--- config.mk ---
export PLATFORM = sky130hd
export DESIGN_NAME = ps2_key_scanner_flat
export DESIGN_NICKNAME = d
export VERILOG_FILES = /design/src/rtl/ps2_key_scanner_if.sv /design/src/rtl/ps2_key_scanner.sv /design/src/flat_wrapper.sv
export SDC_FILE = /design/constraint.sdc
export NUM_CORES = 1
export LEC_CHECK = 0
export CORE_UTILIZATION = 52
export DETAILED_ROUTE_END_ITERATION = 10
export GPL_TIMING_DRIVEN = 0
export PLACE_DENSITY = 0.75
export SYNTH_ARGS = -nofsm -noshare
export SYNTH_HDL_FRONTEND = slang
export SYNTH_SLANG_ARGS = --single-unit
--- constraint.sdc ---
create_clock -name clk -period 1.95 [get_ports clk]
set_input_delay 0.195 -clock clk [delete_from_list [all_inputs] [get_ports clk]]
set_output_delay 0.195 -clock clk [all_outputs]
set_load 0.01 [all_outputs]
--- src/rtl/ps2_key_scanner_if.sv ---
// PS/2 line inputs and decoded key-event outputs of ps2_key_scanner, bundled as one port.
interface ps2_key_scanner_if #(
  parameter int unsigned NUM_KEYS = 10
);
  logic                ps2_clk;
  logic                ps2_dat;
  logic [NUM_KEYS-1:0] key_down;
  logic                evt_valid;
  logic [7:0]          evt_code;
  logic                evt_ext;
  logic                evt_break;
  logic                frame_err;

  modport slave (
    input  ps2_clk, ps2_dat,
    output key_down, evt_valid, evt_code, evt_ext, evt_break, frame_err
  );

  modport master (
    output ps2_clk, ps2_dat,
    input  key_down, evt_valid, evt_code, evt_ext, evt_break, frame_err
  );
endinterface

--- src/rtl/ps2_key_scanner.sv ---
// PS/2 keyboard receiver: synchronise and filter the bus, deframe bytes, decode
// E0/F0 prefixes into key events and track the held state of a table of keys.
module ps2_key_scanner #(
  parameter int unsigned FILTER_LEN  = 8,
  parameter int unsigned TIMEOUT_CYC = 200000,
  parameter int unsigned NUM_KEYS    = 10,
  parameter logic [NUM_KEYS*9-1:0] KEY_CODES = {
    9'h05A, 9'h04B, 9'h042, 9'h03B, 9'h043,
    9'h014, 9'h023, 9'h01B, 9'h01C, 9'h01D
  }
) (
  input  logic               clk,
  input  logic               rst_n,
  ps2_key_scanner_if.slave   bus
);
  localparam int unsigned FW = $clog2(FILTER_LEN + 1);
  localparam int unsigned TW = $clog2(TIMEOUT_CYC + 1);

  typedef enum logic [1:0] {IDLE, EXT, BRK, EXT_BRK} dec_state_e;

  logic                clk_s1_q, clk_s2_q, dat_s1_q, dat_s2_q;
  logic                filt_q, filt_d;
  logic [FW-1:0]       fcnt_q, fcnt_d;
  logic                fall;
  logic [3:0]          bit_cnt_q, bit_cnt_d;
  logic [7:0]          shift_q, shift_d;
  logic                par_q, par_d;
  logic [TW-1:0]       to_cnt_q, to_cnt_d;
  logic                byte_vld_q, byte_vld_d;
  logic [7:0]          byte_q, byte_d;
  logic                ferr_q, ferr_d;
  dec_state_e          state_q, state_d;
  logic                evt_vld_q, evt_vld_d;
  logic [7:0]          evt_code_q, evt_code_d;
  logic                evt_ext_q, evt_ext_d;
  logic                evt_brk_q, evt_brk_d;
  logic [NUM_KEYS-1:0] key_down_q, key_down_d;

  // Filtered level flips on the FILTER_LEN-th consecutive disagreeing sample.
  always_comb begin
    filt_d = filt_q;
    fcnt_d = '0;
    if (clk_s2_q != filt_q) begin
      if (fcnt_q == FW'(FILTER_LEN - 1)) filt_d = clk_s2_q;
      else                               fcnt_d = fcnt_q + 1'b1;
    end
    fall = filt_q & ~filt_d;
  end

  always_comb begin
    bit_cnt_d  = bit_cnt_q;
    shift_d    = shift_q;
    par_d      = par_q;
    to_cnt_d   = to_cnt_q;
    byte_vld_d = 1'b0;
    byte_d     = byte_q;
    ferr_d     = 1'b0;
    if (fall) begin
      to_cnt_d = '0;
      case (bit_cnt_q)
        4'd0: if (!dat_s2_q) bit_cnt_d = 4'd1;
        4'd9: begin
          par_d     = dat_s2_q;
          bit_cnt_d = 4'd10;
        end
        4'd10: begin
          bit_cnt_d = '0;
          if ((^{shift_q, par_q}) && dat_s2_q) begin
            byte_vld_d = 1'b1;
            byte_d     = shift_q;
          end else begin
            ferr_d = 1'b1;
          end
        end
        default: begin
          shift_d   = {dat_s2_q, shift_q[7:1]};
          bit_cnt_d = bit_cnt_q + 4'd1;
        end
      endcase
    end else if (bit_cnt_q != 4'd0) begin
      if (to_cnt_q == TW'(TIMEOUT_CYC - 1)) begin
        ferr_d    = 1'b1;
        bit_cnt_d = '0;
        to_cnt_d  = '0;
      end else begin
        to_cnt_d = to_cnt_q + 1'b1;
      end
    end else begin
      to_cnt_d = '0;
    end
  end

  always_comb begin
    state_d    = state_q;
    evt_vld_d  = 1'b0;
    evt_code_d = evt_code_q;
    evt_ext_d  = evt_ext_q;
    evt_brk_d  = evt_brk_q;
    key_down_d = key_down_q;
    if (byte_vld_q) begin
      state_d = IDLE;
      if (byte_q == 8'hE0) begin
        if (state_q == IDLE) state_d = EXT;
      end else if (byte_q == 8'hF0) begin
        if (state_q == IDLE)     state_d = BRK;
        else if (state_q == EXT) state_d = EXT_BRK;
      end else begin
        evt_vld_d  = 1'b1;
        evt_code_d = byte_q;
        evt_ext_d  = (state_q == EXT) || (state_q == EXT_BRK);
        evt_brk_d  = (state_q == BRK) || (state_q == EXT_BRK);
        for (int unsigned k = 0; k < NUM_KEYS; k++) begin
          if (KEY_CODES[9*k +: 9] == {evt_ext_d, byte_q}) key_down_d[k] = !evt_brk_d;
        end
      end
    end
    // A line error also drops any pending prefix.
    if (ferr_d) state_d = IDLE;
  end

  always_ff @(posedge clk or negedge rst_n) begin
    if (!rst_n) begin
      clk_s1_q   <= 1'b1;
      clk_s2_q   <= 1'b1;
      dat_s1_q   <= 1'b1;
      dat_s2_q   <= 1'b1;
      filt_q     <= 1'b1;
      fcnt_q     <= '0;
      bit_cnt_q  <= '0;
      shift_q    <= '0;
      par_q      <= 1'b0;
      to_cnt_q   <= '0;
      byte_vld_q <= 1'b0;
      byte_q     <= '0;
      ferr_q     <= 1'b0;
      state_q    <= IDLE;
      evt_vld_q  <= 1'b0;
      evt_code_q <= '0;
      evt_ext_q  <= 1'b0;
      evt_brk_q  <= 1'b0;
      key_down_q <= '0;
    end else begin
      clk_s1_q   <= bus.ps2_clk;
      clk_s2_q   <= clk_s1_q;
      dat_s1_q   <= bus.ps2_dat;
      dat_s2_q   <= dat_s1_q;
      filt_q     <= filt_d;
      fcnt_q     <= fcnt_d;
      bit_cnt_q  <= bit_cnt_d;
      shift_q    <= shift_d;
      par_q      <= par_d;
      to_cnt_q   <= to_cnt_d;
      byte_vld_q <= byte_vld_d;
      byte_q     <= byte_d;
      ferr_q     <= ferr_d;
      state_q    <= state_d;
      evt_vld_q  <= evt_vld_d;
      evt_code_q <= evt_code_d;
      evt_ext_q  <= evt_ext_d;
      evt_brk_q  <= evt_brk_d;
      key_down_q <= key_down_d;
    end
  end

  assign bus.key_down  = key_down_q;
  assign bus.evt_valid = evt_vld_q;
  assign bus.evt_code  = evt_code_q;
  assign bus.evt_ext   = evt_ext_q;
  assign bus.evt_break = evt_brk_q;
  assign bus.frame_err = ferr_q;
endmodule

--- src/flat_wrapper.sv ---
// flat-port wrapper written by rule: the top's interface ports become plain ports
module ps2_key_scanner_flat 
#(
  parameter int unsigned FILTER_LEN  = 8,
  parameter int unsigned TIMEOUT_CYC = 200000,
  parameter int unsigned NUM_KEYS    = 10,
  parameter logic [NUM_KEYS*9-1:0] KEY_CODES = {
    9'h05A, 9'h04B, 9'h042, 9'h03B, 9'h043,
    9'h014, 9'h023, 9'h01B, 9'h01C, 9'h01D
  }
)
  (clk, rst_n, bus_ps2_clk, bus_ps2_dat, bus_key_down, bus_evt_valid, bus_evt_code, bus_evt_ext, bus_evt_break, bus_frame_err);
  ps2_key_scanner_if #(.NUM_KEYS(NUM_KEYS)) bus_i ();
  input  logic clk;
  input  logic rst_n;
  input wire logic [$bits(bus_i.ps2_clk)-1:0] bus_ps2_clk;
  input wire logic [$bits(bus_i.ps2_dat)-1:0] bus_ps2_dat;
  output wire logic [$bits(bus_i.key_down)-1:0] bus_key_down;
  output wire logic [$bits(bus_i.evt_valid)-1:0] bus_evt_valid;
  output wire logic [$bits(bus_i.evt_code)-1:0] bus_evt_code;
  output wire logic [$bits(bus_i.evt_ext)-1:0] bus_evt_ext;
  output wire logic [$bits(bus_i.evt_break)-1:0] bus_evt_break;
  output wire logic [$bits(bus_i.frame_err)-1:0] bus_frame_err;
  assign bus_i.ps2_clk = bus_ps2_clk;
  assign bus_i.ps2_dat = bus_ps2_dat;
  assign bus_key_down = bus_i.key_down;
  assign bus_evt_valid = bus_i.evt_valid;
  assign bus_evt_code = bus_i.evt_code;
  assign bus_evt_ext = bus_i.evt_ext;
  assign bus_evt_break = bus_i.evt_break;
  assign bus_frame_err = bus_i.frame_err;
  ps2_key_scanner #(.FILTER_LEN(FILTER_LEN), .TIMEOUT_CYC(TIMEOUT_CYC), .NUM_KEYS(NUM_KEYS), .KEY_CODES(KEY_CODES)) u_core (.clk(clk), .rst_n(rst_n), .bus(bus_i));
endmodule
==> flow_metrics.py <==
metrics = {
    "run_status": {
        "status": "complete, but fails checks",
        "violations": "negative hold slack, negative setup slack",
    },
    "clock_network": {
        "tritoncts": "done",
        "ctsLongestPathBuffers": 2,
        "cts_buffers": 9,
        "clk_latency_ns": 0.34,
        "clk_pin_slew_ns": 0.07,
        "htree_levels": 3,
        "root_buffer": "clkbuf_8",
        "cts_num_sinks": 73,
        "cts_hold_buffers": 0,
    },
    "timing": {
        "clock.fmax_ghz": 0.501,
        "fin_crit_sh_pct": 102,
        "whs_ns": -0.0299,
        "post-route-min-period_ns": 1.99,
        "finalHoldViolCount": 46,
        "maxSlewHeadroom_pct": 41.3,
        "skew_ns": 0.0111,
        "rsz0062_at_grt": "yes",
        "worst_pin_slew_ns": 0.881,
        "finalSetupViolations": 8,
        "finalMaxSlewViolations": 0,
        "layout_setup_ws_ns": -0.0446,
    },
    "synth": {
        "postSynthAreaPerCell_sq_um": 10.9,
        "synth_area_leader_cell": "dfrtp_1",
        "ys_seq_area_share_pct": 54.5,
        "netlist_instances": 308,
        "synth_fp_nets": 318,
        "synthesis.area_sq_um": 3360,
        "async_flop_share_pct": 100,
        "synth.distinct_cells": 43,
        "synth-edff-count": 0,
        "synth-seq-cells": 73,
        "yosysWarnings": 0,
        "ys.flop_type": "dfrtp_1",
        "ys_top_cells_by_area": "dfrtp_1 (51%), mux2_2 (7.0%), dfstp_2 (3.9%), xnor2_1 (3.6%), nand2_1 (3.1%)",
        "yosysTopAreaCellShare_pct": 50.6,
    },
    "critical_path": {
        "critPathBufInv": 1,
        "crit_arrival_ns": 2.21,
        "crit_type": "flop to flop",
        "critPathMaxFanout": 5,
        "crit_chain": "xnor2_1 -> xnor3_1 -> xnor2_2 -> and4_4 -> buf_6 -> mux2_4",
        "crit_slowest_cell": "xnor3_1",
        "cp_top_family": "XOR/XNOR gates",
        "critical_path_required_ns": 2.17,
        "cp-start-kind": "flop",
        "endpoint_kind": "flop",
        "max_stage_delay_ns": 0.45,
    },
    "pwr": {
        "peakVddDrop_v": 0.000522,
        "power-per-cell-area_nw_per_um2": 773,
        "p_leak_nw": 1.85,
    },
    "finish": {
        "area_growth_pct": 21.6,
        "layoutNonFillerInstCount": 431,
        "drive_gt1_share_pct": 19.9,
        "n_antenna_cell": 0,
        "fin_nets": 362,
    },
    "drt": {
        "drt_first_pass_iters": 4,
        "num_vias": 2374,
        "routed_via_density": 5.51,
        "wire_per_inst_um": 14.6,
        "drc": 0,
        "antenna_left": 0,
        "drt_first_iter_violations": 123,
        "drt-total-wl_um": 6300,
    },
    "job": {
        "maxCapViolations": 0,
    },
    "global_route": {
        "grt_pass1_vias": 2200,
        "grt_pass1_wl_um": 10500,
        "antenna_found_initial": 0,
        "grt_max_degree": 74,
        "grt_use_total_pct": 20.9,
        "gr-total-overflow": 0,
    },
    "die": {
        "fp-row-count": 28,
        "start_util_pct": 55.5,
        "num_io_pins": 26,
        "chipWidth_um": 82.4,
        "coreArea_sq_um": 6060,
        "die_area_sq_um": 6790,
        "die_height_um": 82.4,
    },
    "placement": {
        "dpl.cell_count": 408,
        "dpl.hpwl_um": 4180,
        "numPortBuffers": 25,
        "place_ws_ns": -0.155,
        "gp_congestion": 0.773,
    },
    "hold_path": {
        "min_path_type": "input port to async pin",
    },
}
state kept, by name (all words and copies together) (netlist names), 2 cells and up:
| name | flops |
|---|---|
| u_core.bus.evt_code | 8 |
| u_core.fcnt_q | 4 |
| u_core.state_q | 2 |
| u_core.byte_q | 8 |
| u_core.bus.key_down | 10 |
| u_core.to_cnt_q | 18 |
| u_core.bit_cnt_q | 4 |
| u_core.shift_q | 8 |
cells in the mapped netlist, drive strengths merged (6+ instances only):
cell type and count:
nand3 10, nand2 28, ha 6, o21ai 11, nand4 10, nor3 10
inv 15, nor2 27, xnor2 14, and3 8, xor2 10, a21oi 7
dfrtp 68, mux2 21, buf 8
metal layers:
metal / GRT usage (%) / vias to the layer above / share of wire, %
li1: - / 1160 / -
met1: 27.6 / 1160 / 47
met2: 33.7 / 49 / 49
met3: 6.37 / 5 / 3.6
met4: 5.09 / 0 / 0.71
met5: 0 / - / 0
power by group:
group	leakage, nW	switching [mW]	internal, mW
Sequential	1.00	0.0403	1.57
Clock	0.116	0.517	0.820
Combinational	0.732	0.131	0.0798
cells by family (layout without fill, tap and decap cells):
logic type / Yosys count / after routing / share of synthesized area (%)
xor gates and xnor gates: 25 / 25 / 6.92
muxes: 26 / 26 / 8.53
and+or+nand+nor: 119 / 119 / 18.1
AOI/OAI and AO/OA: 33 / 33 / 6.22
adders and majority gates: 6 / 6 / 2.23
buffers and inverters: 26 / 74 / 3.46
DFF: 73 / 73 / 54.5
per-stage QoR:
stage | hold WS (ns) | cell area (sq um) | utilization, % | power (mW) | setup TNS (ns)
after global routing | 0.0517 | 4090 | 67.4 | 3.29 | -0.714
after global placement | 0.347 | 3700 | 61.1 | 1.84 | -121.45
final | -0.0299 | 4090 | 67.4 | 3.16 | -0.202
after detailed placement | 0.351 | 3700 | 61.1 | 1.85 | -1.30
after CTS | 0.00751 | 4020 | 66.3 | 3.19 | -0.340
after floorplan | -0.101 | 3360 | - | 1.77 | 0
placed cells by master, fill, tap and decap left out, types with 12 or more instances in the layout:
master and instances:
clkdlybuf4s50_1 24, clkbuf_8 12, nor2_1 27, inv_1 15, nand2_1 27, xnor2_1 12, mux2_2 13, dfrtp_1 68
path summary, 6_finish.rpt:
path                                         from                   to  slack [ns]  cells past startpoint
worst max-delay path            u_core.shift_q[3]     u_core.byte_q[6]       -0.04                      6
worst min-delay path                        rst_n  u_core.to_cnt_q[13]       -0.03                      1
worst max register to register  u_core.shift_q[3]     u_core.byte_q[6]       -0.04                      6
worst min register to register    u_core.dat_s1_q      u_core.dat_s2_q        0.36                      0
max in group asynchronous                   rst_n  u_core.bit_cnt_q[1]        1.40                      1
min in group clk                      bus_ps2_dat      u_core.dat_s1_q        0.26                      1
cell type report:
cell class              instances  area [sq um]
clock buffers                  13           169
fillers                       465          1970
flip-flops and latches         73          1830
well taps                      75          93.8
multi-input cells             209          1500
inverters                      15          56.3
clock inverters                 2          60.1
plain buffers                  10          57.6
repair buffers                 34           317
repair_timing:
action | CTS | global route
pin swaps | 5 | 3
endpoints found under the setup margin | 25 | 30
resized for setup | 15 | 11
cloned | 1 | 1
setup buffers | 3 | 4
Note: power is estimated with default switching activity, not from simulation.
